--- src/rtl/keypad_scanner_pkg.sv ---
// Shared calculator key-event definitions: operator codes, scanner states and
// the 4x4 key map. The calculator FSM imports the same operator codes.
package keypad_scanner_pkg;

  typedef enum logic [1:0] {
    OP_ADD = 2'b00,
    OP_SUB = 2'b01,
    OP_MUL = 2'b10,
    OP_DIV = 2'b11
  } op_e;

  typedef enum logic [1:0] {
    SCAN     = 2'd0,
    DEBOUNCE = 2'd1,
    EMIT     = 2'd2,
    HOLD     = 2'd3
  } scan_state_e;

  typedef enum logic [1:0] {
    EV_NUM,
    EV_OP,
    EV_EQ,
    EV_CLR
  } key_kind_e;

  typedef struct packed {
    key_kind_e  kind;
    logic [3:0] num;
    op_e        op;
  } key_event_t;

  typedef logic [3:0] key_code_t;

  localparam key_code_t KC_A    = 4'd10;
  localparam key_code_t KC_B    = 4'd11;
  localparam key_code_t KC_C    = 4'd12;
  localparam key_code_t KC_D    = 4'd13;
  localparam key_code_t KC_STAR = 4'd14;
  localparam key_code_t KC_HASH = 4'd15;

  // Indexed by {row, col}; rows top to bottom, columns left to right.
  localparam key_code_t KEY_MAP [16] = '{
    4'd1,    4'd2, 4'd3,    KC_A,
    4'd4,    4'd5, 4'd6,    KC_B,
    4'd7,    4'd8, 4'd9,    KC_C,
    KC_STAR, 4'd0, KC_HASH, KC_D
  };

  // True when exactly one active-low line is asserted.
  function automatic logic one_low(input logic [3:0] rows);
    logic [3:0] act;
    act = ~rows;
    return (act != 4'd0) && ((act & (act - 4'd1)) == 4'd0);
  endfunction

endpackage

--- src/rtl/keypad_scanner_sync2.sv ---
// Parameterised-width two-flop synchroniser for asynchronous inputs that idle
// high; resets to all-ones so a pulled-up line reads inactive out of reset.
module sync2 #(
  parameter int WIDTH = 1
) (
  input  logic             clk,
  input  logic             rst_n,
  input  logic [WIDTH-1:0] i_d,
  output logic [WIDTH-1:0] o_q
);

  logic [WIDTH-1:0] r_meta;
  logic [WIDTH-1:0] r_sync;

  always_ff @(posedge clk or negedge rst_n) begin
    if (!rst_n) begin
      r_meta <= '1;
      r_sync <= '1;
    end else begin
      r_meta <= i_d;
      r_sync <= r_meta;
    end
  end

  assign o_q = r_sync;

endmodule

--- src/rtl/keypad_scanner.sv ---
// 4x4 matrix keypad scanner: column scan, row debounce, and one registered
// single-cycle key event per accepted press.
module keypad_scanner
  import keypad_scanner_pkg::*;
#(
  parameter int SCAN_DIV     = 16,
  parameter int DEBOUNCE_CYC = 50000
) (
  input  logic       clk,
  input  logic       rst,
  input  logic [3:0] row_n,
  output logic [3:0] col_n,
  output logic       is_num,
  output logic [3:0] num_val,
  output logic       is_op,
  output logic [1:0] op_val,
  output logic       is_eq,
  output logic       is_clr
);

  localparam int CNT_MAX = (SCAN_DIV > DEBOUNCE_CYC) ? SCAN_DIV : DEBOUNCE_CYC;
  localparam int CNT_W   = $clog2(CNT_MAX + 1);
  localparam logic [CNT_W-1:0] SCAN_LAST = CNT_W'(SCAN_DIV - 1);
  localparam logic [CNT_W-1:0] DEB_LAST  = CNT_W'(DEBOUNCE_CYC - 1);

  function automatic logic [1:0] row_index(input logic [3:0] rows);
    case (~rows)
      4'b0001: return 2'd0;
      4'b0010: return 2'd1;
      4'b0100: return 2'd2;
      default: return 2'd3;
    endcase
  endfunction

  function automatic key_event_t decode_key(input logic [1:0] row, input logic [1:0] col);
    key_event_t ev;
    key_code_t  code;
    code    = KEY_MAP[{row, col}];
    ev.kind = EV_NUM;
    ev.num  = code;
    ev.op   = OP_ADD;
    case (code)
      KC_A:    begin ev.kind = EV_OP; ev.op = OP_ADD; end
      KC_B:    begin ev.kind = EV_OP; ev.op = OP_SUB; end
      KC_C:    begin ev.kind = EV_OP; ev.op = OP_MUL; end
      KC_D:    begin ev.kind = EV_OP; ev.op = OP_DIV; end
      KC_STAR: ev.kind = EV_CLR;
      KC_HASH: ev.kind = EV_EQ;
      default: ;
    endcase
    return ev;
  endfunction

  logic [3:0] w_rows_s;
  key_event_t w_ev;

  scan_state_e      r_state;
  logic [CNT_W-1:0] r_cnt;
  logic [3:0]       r_col_n;
  logic [1:0]       r_col;
  logic [1:0]       r_row;
  logic [3:0]       r_row_pat;
  logic             r_is_num;
  logic             r_is_op;
  logic             r_is_eq;
  logic             r_is_clr;
  logic [3:0]       r_num_val;
  op_e              r_op_val;

  sync2 #(.WIDTH(4)) u_row_sync (
    .clk   (clk),
    .rst_n (rst),
    .i_d   (row_n),
    .o_q   (w_rows_s)
  );

  assign w_ev = decode_key(r_row, r_col);

  always_ff @(posedge clk or negedge rst) begin
    if (!rst) begin
      r_state   <= SCAN;
      r_cnt     <= '0;
      r_col_n   <= 4'b1110;
      r_col     <= 2'd0;
      r_row     <= 2'd0;
      r_row_pat <= 4'b1111;
      r_is_num  <= 1'b0;
      r_is_op   <= 1'b0;
      r_is_eq   <= 1'b0;
      r_is_clr  <= 1'b0;
      r_num_val <= 4'd0;
      r_op_val  <= OP_ADD;
    end else begin
      // NOTE: strobes default low every cycle and are only raised on the
      // DEBOUNCE->EMIT edge, so each accepted press yields exactly one pulse.
      r_is_num <= 1'b0;
      r_is_op  <= 1'b0;
      r_is_eq  <= 1'b0;
      r_is_clr <= 1'b0;

      case (r_state)
        SCAN: begin
          if (r_cnt == SCAN_LAST) begin
            r_cnt <= '0;
            if (one_low(w_rows_s)) begin
              r_row     <= row_index(w_rows_s);
              r_row_pat <= w_rows_s;
              r_state   <= DEBOUNCE;
            end else begin
              r_col   <= r_col + 2'd1;
              r_col_n <= {r_col_n[2:0], r_col_n[3]};
            end
          end else begin
            r_cnt <= r_cnt + 1'b1;
          end
        end

        DEBOUNCE: begin
          if (w_rows_s != r_row_pat) begin
            r_cnt   <= '0;
            r_state <= SCAN;
          end else if (r_cnt == DEB_LAST) begin
            r_cnt   <= '0;
            r_state <= EMIT;
            case (w_ev.kind)
              EV_NUM: begin r_is_num <= 1'b1; r_num_val <= w_ev.num; end
              EV_OP:  begin r_is_op  <= 1'b1; r_op_val  <= w_ev.op;  end
              EV_EQ:  r_is_eq  <= 1'b1;
              EV_CLR: r_is_clr <= 1'b1;
            endcase
          end else begin
            r_cnt <= r_cnt + 1'b1;
          end
        end

        EMIT: begin
          r_cnt   <= '0;
          r_state <= HOLD;
        end

        HOLD: begin
          // Any low row restarts the release count; a held key never re-emits.
          if (w_rows_s != 4'b1111) begin
            r_cnt <= '0;
          end else if (r_cnt == DEB_LAST) begin
            r_cnt   <= '0;
            r_state <= SCAN;
            r_col   <= r_col + 2'd1;
            r_col_n <= {r_col_n[2:0], r_col_n[3]};
          end else begin
            r_cnt <= r_cnt + 1'b1;
          end
        end

        default: r_state <= SCAN;
      endcase
    end
  end

  assign col_n   = r_col_n;
  assign is_num  = r_is_num;
  assign num_val = r_num_val;
  assign is_op   = r_is_op;
  assign op_val  = r_op_val;
  assign is_eq   = r_is_eq;
  assign is_clr  = r_is_clr;

endmodule

--- config.mk ---
export PLATFORM = sky130hd
export DESIGN_NAME = keypad_scanner
export DESIGN_NICKNAME = d
export VERILOG_FILES = /design/src/rtl/keypad_scanner_pkg.sv /design/src/rtl/keypad_scanner_sync2.sv /design/src/rtl/keypad_scanner.sv
export SDC_FILE = /design/constraint.sdc
export NUM_CORES = 1
export LEC_CHECK = 0
export ABC_AREA = 0
export BUFFER_PORTS_ARGS = -buffer_cell sky130_fd_sc_hd__buf_2
export CORE_ASPECT_RATIO = 1.75
export CORE_MARGIN = 2
export CORE_UTILIZATION = 30
export DETAILED_ROUTE_END_ITERATION = 7
export PLACE_DENSITY = 0.55
export RECOVER_POWER = 100
export SKIP_LAST_GASP = 1
export SLEW_MARGIN = 20
export SYNTH_ARGS = -nofsm -noshare
export SYNTH_HDL_FRONTEND = slang
export SYNTH_HIERARCHICAL = 1
export SYNTH_SLANG_ARGS = --single-unit
--- constraint.sdc ---
create_clock -name clk -period 2.9 [get_ports clk]
set_input_delay 0.87 -clock clk [delete_from_list [all_inputs] [get_ports clk]]
set_output_delay 0.87 -clock clk [all_outputs]
set_load 0.05 [all_outputs]
# Yosys cells after proc, flatten, opt, wreduce, memory -nomap -nowiden

Memory sizes are Yosys's and may differ from the RTL's.
Index checks and enable logic that the tools add are counted.

Logic and storage cells: 103
Output and inout port bits: 14
Register bits after elaboration: 48
Input bits: 6
Memory bits (read-only): 64
Memories kept: 1

Memories:

| memory          | depth | width | read ports | clocked after Yosys merged registers in | write ports | RTL line             | source |
|---|---|---|---|---|---|---|---|
| (no name shown) | 16    | 4     | 1          | 0                                       | 0           | keypad_scanner.sv:38 | `code = KEY_MAP[{row, col}];` |

Magnitude comparators: 1
Reductions and logical operators: 12
Mux-type cells: 43
Eq/ne operators: 25
Bitwise gates (word level): 4
$add $sub $neg: 3

Operators with widths:

| cell                                                             | number |
|---|---|
| 16-bit two-way mux                                               | 4 |
| 16-bit case mux with 4 select lines                              | 1 |
| 4-bit == test, second input constant                             | 6 |
| 4-bit two-way mux                                                | 6 |
| 2-bit two-way mux                                                | 10 |
| 2-bit case mux with 3 select lines                               | 3 |
| 16-bit by 1-bit adder with 16-bit output, second input constant  | 1 |
| 16-bit == test, second input constant                            | 1 |
| 16-bit by 4-bit == test with 1-bit output, second input constant | 1 |
| 1-bit two-way mux                                                | 16 |
| 2-bit inequality test, second input constant                     | 5 |
| 5-bit AND reduction                                              | 2 |
| 2-bit == test, second input constant                             | 4 |
| 2-bit case mux with 4 select lines                               | 1 |
| 4-bit case mux with 2 select lines                               | 1 |
| 4-bit AND reduction                                              | 2 |
| 5-bit greater-or-equal comparator, second input constant         | 1 |
| 4-bit inverter with 5-bit output                                 | 1 |
| 4-bit bitwise AND                                                | 1 |
| 2-bit by 1-bit == test with 1-bit output, second input constant  | 2 |
| 4-bit by 1-bit == test with 1-bit output, second input constant  | 1 |
| 4-bit by 2-bit == test with 1-bit output, second input constant  | 1 |
| 4-bit by 3-bit == test with 1-bit output, second input constant  | 1 |
| 2-bit logical NOT                                                | 2 |
| other kinds (14)                                                 | 14 |

# Depth between registers and ports, before layout

Depth after elaboration: 12
Gate-level depth with buffers: 7
Mapped depth without buffers: 7

# By module

Netlist, hierarchy kept.

Modules (own cells, without submodules):

| module         | area an instance (sq um) | cells each | times used |
|---|---|---|---|
| keypad_scanner | 2169.6                   | 201        | 1 |
| sync2          | 210.2                    | 8          | 1 |

# Least setup slack after synthesis

No wires, ideal clock.

Path type: reg2reg
Start point: register r_col[0]
End point: register r_op_val[0] (netlist: op_val[0])
Arrival time: 1920 ps
Slack: 853 ps
Setup time: 128 ps
Stages on the path, launching flop included: 7
Cells stage by stage: dfrtp_1 -> inv_1 -> ha_1 -> mux4_2 -> xor2_1 -> and3_4 -> mux2_1

Cells in the longest elaborated chain, start to end: 9
Elaborated cells on any way between the ends: 15

Ends and longest elaborated chain:

| item                                                       | RTL line              | source |
|---|---|---|
| start: declaration                                         | keypad_scanner.sv:60  | `logic [1:0] r_col;` |
| start signal: assignment                                   | keypad_scanner.sv:110 | `r_col <= r_col + 2'd1;` |
| start signal: assignment                                   | keypad_scanner.sv:148 | `r_col <= r_col + 2'd1;` |
| 4-bit inverter with 5-bit output (implied by the code) (*) | keypad_scanner.sv:38  |  |
| memory 16 x 4 bit (*)                                      | -                     |  |
| 4-bit two-way mux (implied by the code) (*) (2 in a row)   | keypad_scanner.sv:38  |  |
| 4-bit == test                                              | keypad_scanner.sv:42  | `case (code)` |
| 4-bit OR reduction (no source line)                        | -                     |  |
| 2-bit case mux with 3 select lines                         | keypad_scanner.sv:42  |  |
| 2-bit by 1-bit == test with 1-bit output                   | keypad_scanner.sv:125 | `case (w_ev.kind)` |
| 4-bit AND reduction (no source line)                       | -                     |  |
| end signal: assignment                                     | keypad_scanner.sv:92  | `r_op_val <= OP_ADD;` |
| end signal: assignment                                     | keypad_scanner.sv:127 | `EV_OP: begin r_is_op <= 1'b1; r_op_val <= w_ev.op; end` |
| end: declaration                                           | keypad_scanner.sv:68  | `op_e r_op_val;` |

Every way passes the cells marked *; elsewhere a longest branch is shown, timed or not. The select of a mux whose other input is x is not followed.
A chain may end at the register's enable or synchronous reset.

# Worst setup path after layout

Start point: register r_cnt[0]
End point: register r_col[1]

Cells in the longest elaborated chain, start to end: 3
Elaborated cells on any way between the ends: 5

Ends and longest elaborated chain:

| item                                                                               | RTL line                                     | source |
|---|---|---|
| start: declaration                                                                 | keypad_scanner.sv:58                         | `logic [CNT_W-1:0] r_cnt;` |
| start signal: assignment                                                           | keypad_scanner.sv:114                        | `r_cnt <= r_cnt + 1'b1;` |
| start signal: assignment                                                           | keypad_scanner.sv:132                        | `r_cnt <= r_cnt + 1'b1;` |
| start signal: assignment                                                           | keypad_scanner.sv:151                        | `r_cnt <= r_cnt + 1'b1;` |
| 16-bit == test / 16-bit by 4-bit == test with 1-bit output (equally long branches) | keypad_scanner.sv:145, keypad_scanner.sv:103 |  |
| 2-bit inequality test (no source line)                                             | -                                            |  |
| 5-bit AND reduction (no source line) (*)                                           | -                                            |  |

Every way passes the cells marked *; elsewhere a longest branch is shown, timed or not.

==> key figures <==
Die
  • Die span in x: around 71 µm
  • CORE AREA: slightly below 8000 µm²
  • Initial core utilization: a little under a third
  • Row cnt: 43
  • I/O pin total: 20
  • Die Span Y: ~120 µm
  • Die ar.: 8690 µm²

Critical path
  • CP arrival: ~2700 ps
  • Crit Path Max Fanout: 6
  • CP Launch Type: flop
  • Setup Crit Path Kind: reg -> reg
  • Crit path required time: between 3000 and 4000 ps
  • CP endpoint kind: flop

Route
  • Drt total wl: 4.59 mm
  • Residual DRC: 0
  • Number of iterations in the first detailed-routing pass: 4
  • DRT iter0 DRCs: between 90 and 100
  • Via count: about 1.6k
  • Routed Antenna Nets: 0
  • Vias per Instance: approximately 4.8
  • WL per Instance: 14.2 µm

Global route
  • Largest net degree at the start of global routing: 49
  • GR Util met2: a little over a fifth
  • GR peak layer: met2
  • Antenna violations before repair: 0
  • Total track usage: 11.4%
  • Vias in the first global route: about 1.5k
  • Total grt overflow: 0
  • Met1 Use GR: around 11%
  • Global-route wire length before repair: ~7.5 mm
  • Grt met3 use: ~2.4%

Placed design
  • Placed cell area: 2580 µm²
  • Final GP Congestion: around 0.74
  • DP HPWL: 3.37 mm
  • Port Buffers: 19

Power
  • Sw Share: about 34%
  • Internal: 1390 µW
  • Seq pwr share: a little over two fifths
  • Pwr per Cell Area: 792 nW/µm²
  • Net Sw Power: roughly 700 µW
  • Logic pwr share: roughly 28%
  • Leakage: 0.00113 µW
  • Clock Power Share: about 28%
  • Worst vdd ir: about 0.29 mV

Logic synthesis
  • Mapped Area: 2380 µm²
  • Ys async rst share: 100%
  • Biggest area consumer among synthesized cells: dfrtp_1
  • Syn Inst Count: approximately 210
  • YS warnings: 6
  • Synth Flop Type: dfrtp_1
  • Syn Nets: roughly 220
  • #FFs+latches synth: 48
  • Top cell type's share of synthesized area: about a third
  • Post-synth EDFFs: 0
  • Cell variety after synth: 42
  • Seq/Total Area, Yosys: between 50% and 60%
  • Avg Cell Area, Syn: between 10 and 15 µm²
  • Largest cells by area after synthesis: dfrtp_1 (35%), dfstp_2 (17%), mux2_2 (5.7%)

Clocking
  • Clk_lat worst skew: 290 ps
  • CTS Sinks: 48
  • Reg clk slew, reported paths: 60 ps
  • Root buf cell: clkbuf_16
  • Setup Fix Bufs, Post-CTS: 0
  • H-tree depth: 2
  • PostCTS Resize Cnt: 0
  • Max Root-Sink Buffers: 2
  • CTS tree: done
  • CTS Buf Count: 5
  • Hold Buf Count CTS: 0

STA
  • Max Freq: roughly 0.4 GHz
  • Final period utilization: just under 90%
  • Fin Clk Skew: 3.83 ps
  • Slew Limit Fails: 0
  • Min Tclk post-route: 2510 ps
  • Final setup violation count: 0
  • Hold Violations, Final: 0
  • RSZ-0062 raised after global routing: no
  • Max-slew headroom: about a fifth
  • Setup TNS: 0 ps
  • Hold WS: between 300 and 400 ps
  • Worst-Margin Slew: between 1000 and 1500 ps

Layout
  • Final Util: between 30% and 40%
  • Fill count: between 700 and 800
  • Cell area after layout: roughly 2700 µm²
  • Share of cells above drive strength 1: 21.0%
  • P&R area growth vs syn: 11.6%
  • Number of diodes: 0
  • Most frequent cells in the layout: dfrtp_1 (33), nor2_1 (29), xnor2_1 (15), clkbuf_1 (15), dfstp_2 (15)
  • Nets: around 250
  • Most common cell after layout, fill and taps aside: dfrtp_1

Min path
  • Hold Crit Class: reg -> reg

Run status
  • Status: completed

Job
  • Max-cap violations: 0
[sequential cells by signal, indices dropped and copies added (netlist names), 2 cells and up, named ones only]
signal and count:
r_row_pat 4, op_val 2, r_col 2, num_val 4, u_row_sync/o_q 4, col_n 4
r_row 2, u_row_sync/r_meta 4, r_cnt 16
[synthesized netlist by cell type (4+ instances only)]
master   count
o21ai_0      4
nor3_1       5
mux2i_1      4
dfrtp_1     33
xor2_1       7
nand2_1      7
dfstp_2     15
nor2_1      29
and3_1       6
nand4_1      5
a21oi_1     11
nand3_1     11
mux2_2      12
inv_1        8
xnor2_1     15
ha_1         7
[critical path, stage by stage (launching register included)]
cell and delay, ps:
dfrtp_1 420, ha_1 280, and3_1 240, nand3_1 280
nor2_1 130, o22ai_1 650, mux2_2 410
[through the flow]
stage	instances	setup WS [ps]	total power (µW)
after CTS	323	606	2160
after detailed placement	315	635	1560
final	323	387	2100
after global routing	323	265	2230
after floorplan	209	853	1390
after global placement	315	669	1540
[cells by family (layout without fill, tap and decap cells)]
family	Yosys count	in the layout	share of synthesized area, %
and+or+nand+nor	78	78	18.5
xor gates and xnor gates	22	22	8.10
DFF	48	48	51.3
AOI/OAI and AO/OA	23	23	7.36
muxes	18	18	8.78
buffers and inverters	13	37	2.37
adders and majority gates	7	7	3.68
[path summary, 6_finish.rpt]
kind                                       from           endpoint  slack (ps)  depth (start not counted)
min in group asynchronous                   rst           col_n[0]         900                          2
max in group asynchronous                   rst             is_clr        1250                          2
hold / removal             u_row_sync/r_meta[2]  u_row_sync/o_q[2]         360                          0
setup / recovery                       r_cnt[0]           r_col[1]         390                          6
hold reg to reg            u_row_sync/r_meta[2]  u_row_sync/o_q[2]         360                          0
setup reg to reg                       r_cnt[0]           r_col[1]         390                          6
[power groups by stage]
stage | clock network (µW) | registers [µW] | logic, µW
detailed placement | 0 | 933 | 623
global route | 631 | 941 | 660
global placement | 0 | 928 | 617
finish | 589 | 919 | 597
floorplan | 0 | 880 | 515
CTS | 608 | 921 | 629
[metal layers]
layer,up-vias,share of wire [%]
li1,774,-
met1,769,37
met2,15,58
met3,8,2.6
met4,0,2.6
met5,-,0
[layout make-up]
cell class / count / area [µm²] / share of cell area, %
clock buffer: 7 / 143 / 5.37
clock inverter: 1 / 7.51 / 0.283
inverter: 8 / 30.0 / 1.13
multi-input combinational: 148 / 1050 / 39.7
sequential: 48 / 1220 / 45.9
tap: 90 / 113 / 4.24
timing repair buffer: 21 / 90.1 / 3.39
No activity file was read; power rests on OpenSTA's default activity.
